$ cat src/rtl/fetch_pkg.sv
// fetch_pkg
//   Shared definitions for the instruction fetch front end.
//   - PC_W / WORD_BYTES : address width and instruction word size
//   - DEFAULT_RESET_PC  : default first fetch address
//   - fetch_entry_t     : {pc, instr} pair buffered between memory and datapath
//   - align_pc()        : clears the byte-offset bits of a PC
package fetch_pkg;

  localparam int unsigned     PC_W             = 32;
  localparam int unsigned     WORD_BYTES       = 4;
  localparam logic [PC_W-1:0] DEFAULT_RESET_PC = 32'h0000_0000;

  typedef struct packed {
    logic [PC_W-1:0] pc;
    logic [31:0]     instr;
  } fetch_entry_t;

  function automatic logic [PC_W-1:0] align_pc(input logic [PC_W-1:0] pc);
    return pc & ~PC_W'(WORD_BYTES - 1);
  endfunction

endpackage

$ cat src/rtl/fetch_fifo.sv
// fetch_fifo
//   DEPTH-entry synchronous FIFO of fetch_entry_t. The head entry is read
//   straight out of the storage registers, so a push into an empty FIFO is
//   visible at the output on the following cycle.
//   Ports:
//     clk, rst_n  : clock, asynchronous active-low reset
//     push        : write push_data (ignored when full and not popping)
//     push_data   : entry to write
//     pop         : drop head entry (ignored when empty)
//     flush       : discard all entries; overrides push and pop
//     head        : current head entry (storage contents, zero after reset)
//     empty       : no entries held
//     count       : number of entries held (0..DEPTH)
module fetch_fifo
  import fetch_pkg::*;
#(
  parameter int unsigned DEPTH = 4
) (
  input  logic                     clk,
  input  logic                     rst_n,
  input  logic                     push,
  input  fetch_entry_t             push_data,
  input  logic                     pop,
  input  logic                     flush,
  output fetch_entry_t             head,
  output logic                     empty,
  output logic [$clog2(DEPTH):0]   count
);

  localparam int unsigned AW = $clog2(DEPTH);

  fetch_entry_t    mem_reg [DEPTH];
  logic [AW-1:0]   wr_ptr_reg;
  logic [AW-1:0]   rd_ptr_reg;
  logic [AW:0]     count_reg;
  logic [DEPTH-1:0] wr_en;
  logic            do_push;
  logic            do_pop;

  assign do_pop  = pop && (count_reg != '0) && !flush;
  // A full FIFO can still accept a push when the head leaves in the same cycle.
  assign do_push = push && !flush && ((count_reg != (AW+1)'(DEPTH)) || do_pop);

  for (genvar gi = 0; gi < DEPTH; gi++) begin : g_wr_en
    assign wr_en[gi] = do_push && (wr_ptr_reg == AW'(gi));
  end

  always_ff @(posedge clk or negedge rst_n) begin
    if (!rst_n) begin
      for (int i = 0; i < DEPTH; i++) begin
        mem_reg[i] <= '0;
      end
    end else begin
      for (int i = 0; i < DEPTH; i++) begin
        if (wr_en[i]) begin
          mem_reg[i] <= push_data;
        end
      end
    end
  end

  always_ff @(posedge clk or negedge rst_n) begin
    if (!rst_n) begin
      wr_ptr_reg <= '0;
      rd_ptr_reg <= '0;
      count_reg  <= '0;
    end else if (flush) begin
      wr_ptr_reg <= '0;
      rd_ptr_reg <= '0;
      count_reg  <= '0;
    end else begin
      if (do_push) begin
        wr_ptr_reg <= wr_ptr_reg + AW'(1);
      end
      if (do_pop) begin
        rd_ptr_reg <= rd_ptr_reg + AW'(1);
      end
      count_reg <= count_reg + (AW+1)'(do_push) - (AW+1)'(do_pop);
    end
  end

  assign head  = mem_reg[rd_ptr_reg];
  assign empty = (count_reg == '0);
  assign count = count_reg;

endmodule

$ cat src/rtl/instruction_fetch_unit.sv
// instruction_fetch_unit
//   Sequential instruction fetcher feeding the datapath. Word fetches are
//   issued over a request/grant interface with in-order responses; returned
//   {pc, instr} pairs are buffered in a DEPTH-entry queue and presented with
//   valid/ready. A redirect flushes the queue, marks every in-flight response
//   for discard and restarts fetching at the new PC.
//   Ports:
//     clk, rst_n       : clock, asynchronous active-low reset
//     mem_req/mem_addr : fetch request and word-aligned byte address
//     mem_gnt          : request accepted this cycle
//     mem_rvalid/rdata : in-order response
//     redirect_valid/pc: restart fetch stream at redirect_pc
//     instr_valid/ready: head-of-queue handshake to the datapath
//     instr_pc/data    : head PC and instruction word
//     fetch_misalign   : sticky flag for an unaligned redirect target
//                        (present only when FETCH_ALIGN_CHECK_EN is defined)
module instruction_fetch_unit
  import fetch_pkg::*;
#(
  parameter int unsigned     DEPTH    = 4,
  parameter logic [PC_W-1:0] RESET_PC = DEFAULT_RESET_PC
) (
  input  logic            clk,
  input  logic            rst_n,
  output logic            mem_req,
  output logic [PC_W-1:0] mem_addr,
  input  logic            mem_gnt,
  input  logic            mem_rvalid,
  input  logic [31:0]     mem_rdata,
  input  logic            redirect_valid,
  input  logic [PC_W-1:0] redirect_pc,
  output logic            instr_valid,
  input  logic            instr_ready,
  output logic [PC_W-1:0] instr_pc,
  output logic [31:0]     instr_data
`ifdef FETCH_ALIGN_CHECK_EN
  ,
  output logic            fetch_misalign
`endif
);

  localparam int unsigned CW = $clog2(DEPTH) + 1;

  logic [PC_W-1:0] fetch_pc_reg;
  logic [PC_W-1:0] resp_pc_reg;
  logic [CW-1:0]   outstanding_reg;
  logic [CW-1:0]   drop_cnt_reg;

  logic [CW-1:0]   occupancy;
  logic [CW:0]     credit_used;
  logic            fifo_empty;
  logic            grant;
  logic            rsp;
  logic            push;
  logic [PC_W-1:0] redirect_pc_aligned;
  fetch_entry_t    push_entry;
  fetch_entry_t    head;

  assign redirect_pc_aligned = align_pc(redirect_pc);

  // Credit: every queued entry and every in-flight request (including ones
  // that will be dropped) holds a slot, so a returning response always fits.
  assign credit_used = {1'b0, occupancy} + {1'b0, outstanding_reg};
  assign mem_req     = rst_n && !redirect_valid && (credit_used < (CW+1)'(DEPTH));
  assign mem_addr    = fetch_pc_reg;

  assign grant = mem_req && mem_gnt;
  // A response with nothing outstanding is a protocol violation and ignored.
  assign rsp   = mem_rvalid && (outstanding_reg != '0);
  // Responses arriving while a drop count is pending, or in a redirect
  // cycle, belong to the abandoned stream.
  assign push  = rsp && (drop_cnt_reg == '0) && !redirect_valid;

  assign push_entry = '{pc: resp_pc_reg, instr: mem_rdata};

  fetch_fifo #(
    .DEPTH(DEPTH)
  ) u_fifo (
    .clk      (clk),
    .rst_n    (rst_n),
    .push     (push),
    .push_data(push_entry),
    .pop      (instr_ready),
    .flush    (redirect_valid),
    .head     (head),
    .empty    (fifo_empty),
    .count    (occupancy)
  );

  always_ff @(posedge clk or negedge rst_n) begin
    if (!rst_n) begin
      fetch_pc_reg    <= RESET_PC;
      resp_pc_reg     <= RESET_PC;
      outstanding_reg <= '0;
      drop_cnt_reg    <= '0;
    end else begin
      outstanding_reg <= outstanding_reg + CW'(grant) - CW'(rsp);
      if (redirect_valid) begin
        fetch_pc_reg <= redirect_pc_aligned;
        resp_pc_reg  <= redirect_pc_aligned;
        // Everything still in flight after this cycle is stale.
        drop_cnt_reg <= outstanding_reg - CW'(rsp);
      end else begin
        if (grant) begin
          fetch_pc_reg <= fetch_pc_reg + PC_W'(WORD_BYTES);
        end
        if (push) begin
          resp_pc_reg <= resp_pc_reg + PC_W'(WORD_BYTES);
        end
        if (rsp && (drop_cnt_reg != '0)) begin
          drop_cnt_reg <= drop_cnt_reg - CW'(1);
        end
      end
    end
  end

  assign instr_valid = !fifo_empty;
  assign instr_pc    = head.pc;
  assign instr_data  = head.instr;

`ifdef FETCH_ALIGN_CHECK_EN
  always_ff @(posedge clk or negedge rst_n) begin
    if (!rst_n) begin
      fetch_misalign <= 1'b0;
    end else if (redirect_valid && (redirect_pc[1:0] != 2'b00)) begin
      fetch_misalign <= 1'b1;
    end
  end
`endif

`ifndef SYNTHESIS
  rvalid_needs_outstanding: assert property (
    @(posedge clk) disable iff (!rst_n) mem_rvalid |-> (outstanding_reg != '0)
  );
`endif

endmodule
$ cat config.mk
export PLATFORM = sky130hd
export DESIGN_NAME = instruction_fetch_unit
export DESIGN_NICKNAME = d
export VERILOG_FILES = /design/src/rtl/fetch_pkg.sv /design/src/rtl/fetch_fifo.sv /design/src/rtl/instruction_fetch_unit.sv
export SDC_FILE = /design/constraint.sdc
export NUM_CORES = 1
export LEC_CHECK = 0
export CAP_MARGIN = 20
export CORE_MARGIN = 2
export CORE_UTILIZATION = 56
export DETAILED_ROUTE_END_ITERATION = 12
export DONT_BUFFER_PORTS = 1
export PLACE_DENSITY = 0.79
export SLEW_MARGIN = 20
export SYNTH_ARGS = -nofsm -noshare
export SYNTH_HDL_FRONTEND = slang
export SYNTH_HIERARCHICAL = 1
export SYNTH_SLANG_ARGS = --single-unit
$ cat constraint.sdc
create_clock -name clk -period 3.8 [get_ports clk]
set_clock_uncertainty 0.2 [all_clocks]
set_input_delay 0.57 -clock clk [delete_from_list [all_inputs] [get_ports clk]]
set_output_delay 0.57 -clock clk [all_outputs]
set_load 0.05 [all_outputs]
# Yosys cells after proc, flatten, opt, wreduce, memory -nomap -nowiden
# Cells that the tools add are included.
# op_classes
add_sub_neg	11
n_lt_le_gt_ge	2
n_eq_ne	4
muxes	14
bitwise_logic	1
reduce_logical	29
# ops
operator	n
binary-select mux 64 bit (select 2 bit)	1
two-way mux 32 bit	4
two-way mux 64 bit	2
adder 32 x 3 -> 32 bit (second input constant)	2
logical AND 1 bit	15
nonzero test 2 bit	5
two-way mux 3 bit	3
nonzero test 3 bit	3
subtractor 3 x 1 -> 3 bit	3
two-way mux 2 bit	4
adder 3 x 1 -> 3 bit	2
zero test 3 bit	2
adder 2 x 1 -> 2 bit (second input constant)	2
adder 3 x 3 -> 4 bit	1
equality test 2 bit (second input constant)	2
less-than comparator 4 x 3 -> 1 bit (second input constant)	1
greater-or-equal comparator 3 bit (second input constant)	1
!= test 3 bit (second input constant)	1
inverter 2 -> 3 bit	1
subtractor 3 x 1 -> 3 bit (second input constant)	1
equality test 2 x 1 -> 1 bit (second input constant)	1
zero test 1 bit	2
zero test 2 bit	1
logical OR 1 bit	1
# totals
reg_bits	333
input_bits	70
wordCells	76

# Logic depth before layout (Yosys ltp)
# depth
depth_word	9
ltp_mapped	12

# Modules after synthesis
# Netlist, hierarchy kept.
# modules_own_cells
mod	instances	cells_each	area_each_um2	seq_area_each_um2
fetch_fifo	1	663	11582.4	6581.3
instruction_fetch_unit	1	413	3920.0	1651.6

# Least setup slack after synthesis
# Ideal clock, no wire load.
# synth_timing
kind	input to register
startpoint	input redirect_valid
endpoint	register u_fifo.count_reg[2] (netlist: u_fifo/count[2])
arrival_ns	2.638
required_ns	3.469
path_slack_ns	0.831
stages	11
n_path_buf	1
path_cell_list	inv_2 -> clkbuf_1 -> and3_1 -> or3b_2 -> ha_1 -> inv_1 -> ha_1 -> inv_1 -> fa_1 -> xnor2_1 -> nor2_1
# synth_via
elab_chain_cells	7
# synth_rtl
item	line_no	source
start: declaration	instruction_fetch_unit.sv:30	input logic redirect_valid,
zero test 1 bit	instruction_fetch_unit.sv:72	assign push = rsp && (drop_cnt_reg == '0) && !redirect_valid;
logical AND 1 bit	instruction_fetch_unit.sv:72	
named net push	instruction_fetch_unit.sv:54	logic push;
logical AND 1 bit (2 in a row)	fetch_fifo.sv:42	assign do_push = push && !flush && ((count_reg != (AW+1)'(DEPTH)) || do_pop);
adder 3 x 1 -> 3 bit	fetch_fifo.sv:78	count_reg <= count_reg + (AW+1)'(do_push) - (AW+1)'(do_pop);
subtractor 3 x 1 -> 3 bit	fetch_fifo.sv:78	
two-way mux 3 bit	fetch_fifo.sv:67	end else if (flush) begin
end signal: assignment	fetch_fifo.sv:78	
end: declaration	fetch_fifo.sv:35	logic [AW:0] count_reg;
# The timed path passes the listed nets, and every way through them passes these cells.
# A chain may end at the register's enable or synchronous reset.

# Worst setup path in the final report
# layout_timing
startpoint	register u_fifo.rd_ptr_reg[0]
endpoint	output instr_data[31]
# layout_via
elab_chain_cells	4
# layout_rtl
item	line_no	source
start: declaration	fetch_fifo.sv:34	logic [AW-1:0] rd_ptr_reg;
start signal: assignment	fetch_fifo.sv:76	rd_ptr_reg <= rd_ptr_reg + AW'(1);
inverter 2 -> 3 bit (implied by the code)	fetch_fifo.sv:82	assign head = mem_reg[rd_ptr_reg];
binary-select mux 64 bit (select 2 bit)	fetch_fifo.sv:82	
two-way mux 64 bit (implied by the code) (2 in a row)	fetch_fifo.sv:82	
end: declaration	instruction_fetch_unit.sv:35	output logic [31:0] instr_data
# Every way passes these cells. The select of a mux whose other input is x is not followed.

==> metrics.csv <==
metric,value,unit
WS Path Type,reg -> out,
"Setup Fix Bufs, Post-CTS",0,
setup_tns,0,ns
gr usage total,0.226,
P per Cell Area,644,nW/um^2
Setup-failing EPs final,0,
diode count,0,
Post-Route WL,31700,um
CP peak stage delay,0.81,ns
Compound-Gate Fraction of Synth Area,0.0320,
largest family of logic cells by synthesized area,multiplexers,
IO Count,168,
Worst-Margin Slew,1.00,ns
Tcrit/Tclk final,0.830,
simple-gate share of the synthesized area,0.0701,
Synth Area in XOR/XNOR,0.0260,
routed len/inst,21.0,um
"Seq/Total Area, Yosys",0.531,
die span in x,170,um
Syn Area/Cell,14.4,um^2
"FF+latch count, synth",329,
synthesized cell area,15500,um^2
RSZ-0062 raised after global routing,false,
Die Y,170,um
Initial Util,0.572,
TritonCTS clock tree,yes,
critical path's top delay family,flip-flops,
CP max FO,27,
die area,29000,um^2
worst path arrival time,2.38,ns
outcome,finished with violations,
leakage,7.91,nW
Num Clock Sinks,329,
Final nets,1203,
Crit. End Element,output pin,
Residual DRC,0,
drt pass-1 iters,4,
pin count of the biggest net entering global routing,331,
row count,60,
Detail Route Antenna Nets,0,
R2R cell count,12,
failing checks,negative hold slack,
Post-Syn Instances,1076,
layout cells sized above 1,0.165,
vias in the first global route,9620,
Pwr Total,11.1,mW
Post-synth EDFFs,0,
stages on the worst setup path,2,
worst path required time,3.03,ns
clock root buffer master,clkbuf_16,
Max-cap violations,0,
Via density,5.97,
vias,8993,
CORE AREA,27100,um^2
Period minus WS final,3.15,ns
ys flop type,dfrtp_1,
global-route wire length before repair,51800,um
Post-Synth Adder-Cell Area,0.0155,
YS warnings,6,
"slowest stage cell, crit path",dfrtp_4,
"CTS clk-pin slew, worst paths",0.06,ns
Hold WC Path Type,in -> async,
DR iter-0 viols,519,
Placer Congestion,0.854,
H-tree Lvls,2,
Worst Path Buf+Inv,1,
Detailed Place HPWL,19500,um
Layout area overhead,11.0,%
TritonCTS Buffers,36,
# port buffers,0,
GR Overflow Total,0,
multiplexer area fraction after synthesis,0.287,
Longest Clk Path Bufs,3,
max FFs per register,256,
"Slew Viols, Final",0,
post-CTS sizing,0,
CP Cell Sequence,"buf_4, mux4_2",
fmax,317,MHz
Yosys cell types,60,
worst vdd ir,276,uV
Max-slew headroom,0.328,
Worst setup SP type,flop,
hold violation total from the final report,329,
initial antenna violation count,0,
Worst-Skew Late Latency,0.51,ns
"FFs w/ async S/R, synth",1.00,
worst hold margin,-0.434,ns
-- report_power, final --
group          internal [mW]  switching [mW]  leakage [nW]  total [mW]
logic                   1.05            2.19          3.00        3.24
registers               4.03           0.567          4.37        4.59
clock network           1.91            1.34         0.541        3.25
-- Yosys cell counts, types with 3 or more instances --
| library cell | count | area share |
|---|---|---|
| nor4bb_1 | 4 | 0.0026 |
| and4_1 | 3 | 0.0017 |
| ha_1 | 16 | 0.013 |
| buf_6 | 26 | 0.019 |
| o21ai_1 | 10 | 0.0032 |
| mux2_2 | 25 | 0.018 |
| nand2_1 | 45 | 0.011 |
| nand2b_1 | 5 | 0.0020 |
| nor2_1 | 22 | 0.0053 |
| nor2b_1 | 3 | 0.0012 |
| nor3_1 | 12 | 0.0039 |
| xor2_1 | 9 | 0.0051 |
| inv_1 | 20 | 0.0048 |
| o21ai_0 | 26 | 0.0084 |
| a21boi_0 | 6 | 0.0029 |
| dfrtp_1 | 329 | 0.53 |
| nand4_1 | 21 | 0.0085 |
| nor3_2 | 9 | 0.0058 |
| nand3_1 | 29 | 0.0094 |
| a31o_2 | 3 | 0.0017 |
| and2_1 | 5 | 0.0020 |
| o211ai_1 | 12 | 0.0058 |
| clkbuf_1 | 15 | 0.0036 |
| mux2_1 | 240 | 0.17 |
| buf_2 | 9 | 0.0029 |
| xnor2_1 | 37 | 0.021 |
| a31oi_1 | 4 | 0.0016 |
| a21oi_1 | 7 | 0.0023 |
| and3_1 | 8 | 0.0032 |
| o311ai_0 | 8 | 0.0045 |
| buf_4 | 6 | 0.0029 |
| mux4_2 | 64 | 0.093 |
-- area by class of cell --
| class | instances | area (um^2) |
|---|---|---|
| Clock inverter | 11 | 82.6 |
| Timing Repair Buffer | 55 | 563 |
| Tap cell | 372 | 465 |
| Multi-Input combinational cell | 671 | 6770 |
| Inverter | 22 | 82.6 |
| Sequential cell | 329 | 8240 |
| Clock buffer | 47 | 1000 |
| Fill cell | 1957 | 9900 |
-- routing by layer --
metal  global-route usage  share of wire
met3               0.0498          0.063
met1                0.304           0.44
met5                    0              0
met4               0.0595          0.021
met2                0.375           0.48
-- cells by family (layout without fill, tap and decap cells) --
logic type | after synthesis | count (layout)
flops | 329 | 329
fa+ha+maj | 18 | 18
compound gates | 79 | 79
buf+inv | 85 | 135
simple gates | 187 | 187
xor+xnor | 46 | 46
mux | 331 | 331
other cells | 1 | 10
-- worst paths after layout --
check	to	slack (ns)	startpoint
worst max register to register	u_fifo/count[2]	0.70	drop_cnt_reg[0]
worst max-delay path	instr_data[31]	0.65	u_fifo/rd_ptr_reg[0]
worst min-delay path	u_fifo/mem_reg[132]	-0.43	rst_n
min in group clk	u_fifo/mem_reg[7]	0.02	mem_rdata[7]
worst min register to register	u_fifo/mem_reg[2]	0.28	u_fifo/mem_reg[2]
max in group asynchronous	u_fifo/mem_reg[33]	3.22	rst_n
-- metrics by stage --
step | instance area (um^2) | worst slack, ns | instances | utilization
floorplan | 15500 | 0.831 | 1085 | -
global placement | 15700 | 0.718 | 1409 | 0.580
detailed placement | 15700 | 0.697 | 1409 | 0.580
CTS | 17200 | 0.567 | 1502 | 0.633
global route | 17200 | 0.497 | 1507 | 0.635
finish | 17200 | 0.645 | 1507 | 0.635
-- layout by cell type (no fill, tap or decap), types with 25 or more instances in the layout --
cell type | Yosys | routed
nand2_1 | 45 | 45
clkbuf_16 | 0 | 37
o21ai_0 | 26 | 26
mux4_2 | 64 | 64
dfrtp_1 | 329 | 327
xnor2_1 | 37 | 37
mux2_2 | 25 | 25
dlygate4sd3_1 | 0 | 40
mux2_1 | 240 | 240
nand3_1 | 29 | 29
-- what timing repair did --
item                                    in CTS  in global routing
hold endpoints to repair                   462                334
endpoints found under the setup margin       0                  0
hold buffers                                35                  5
(Power assumes the default switching activity.)
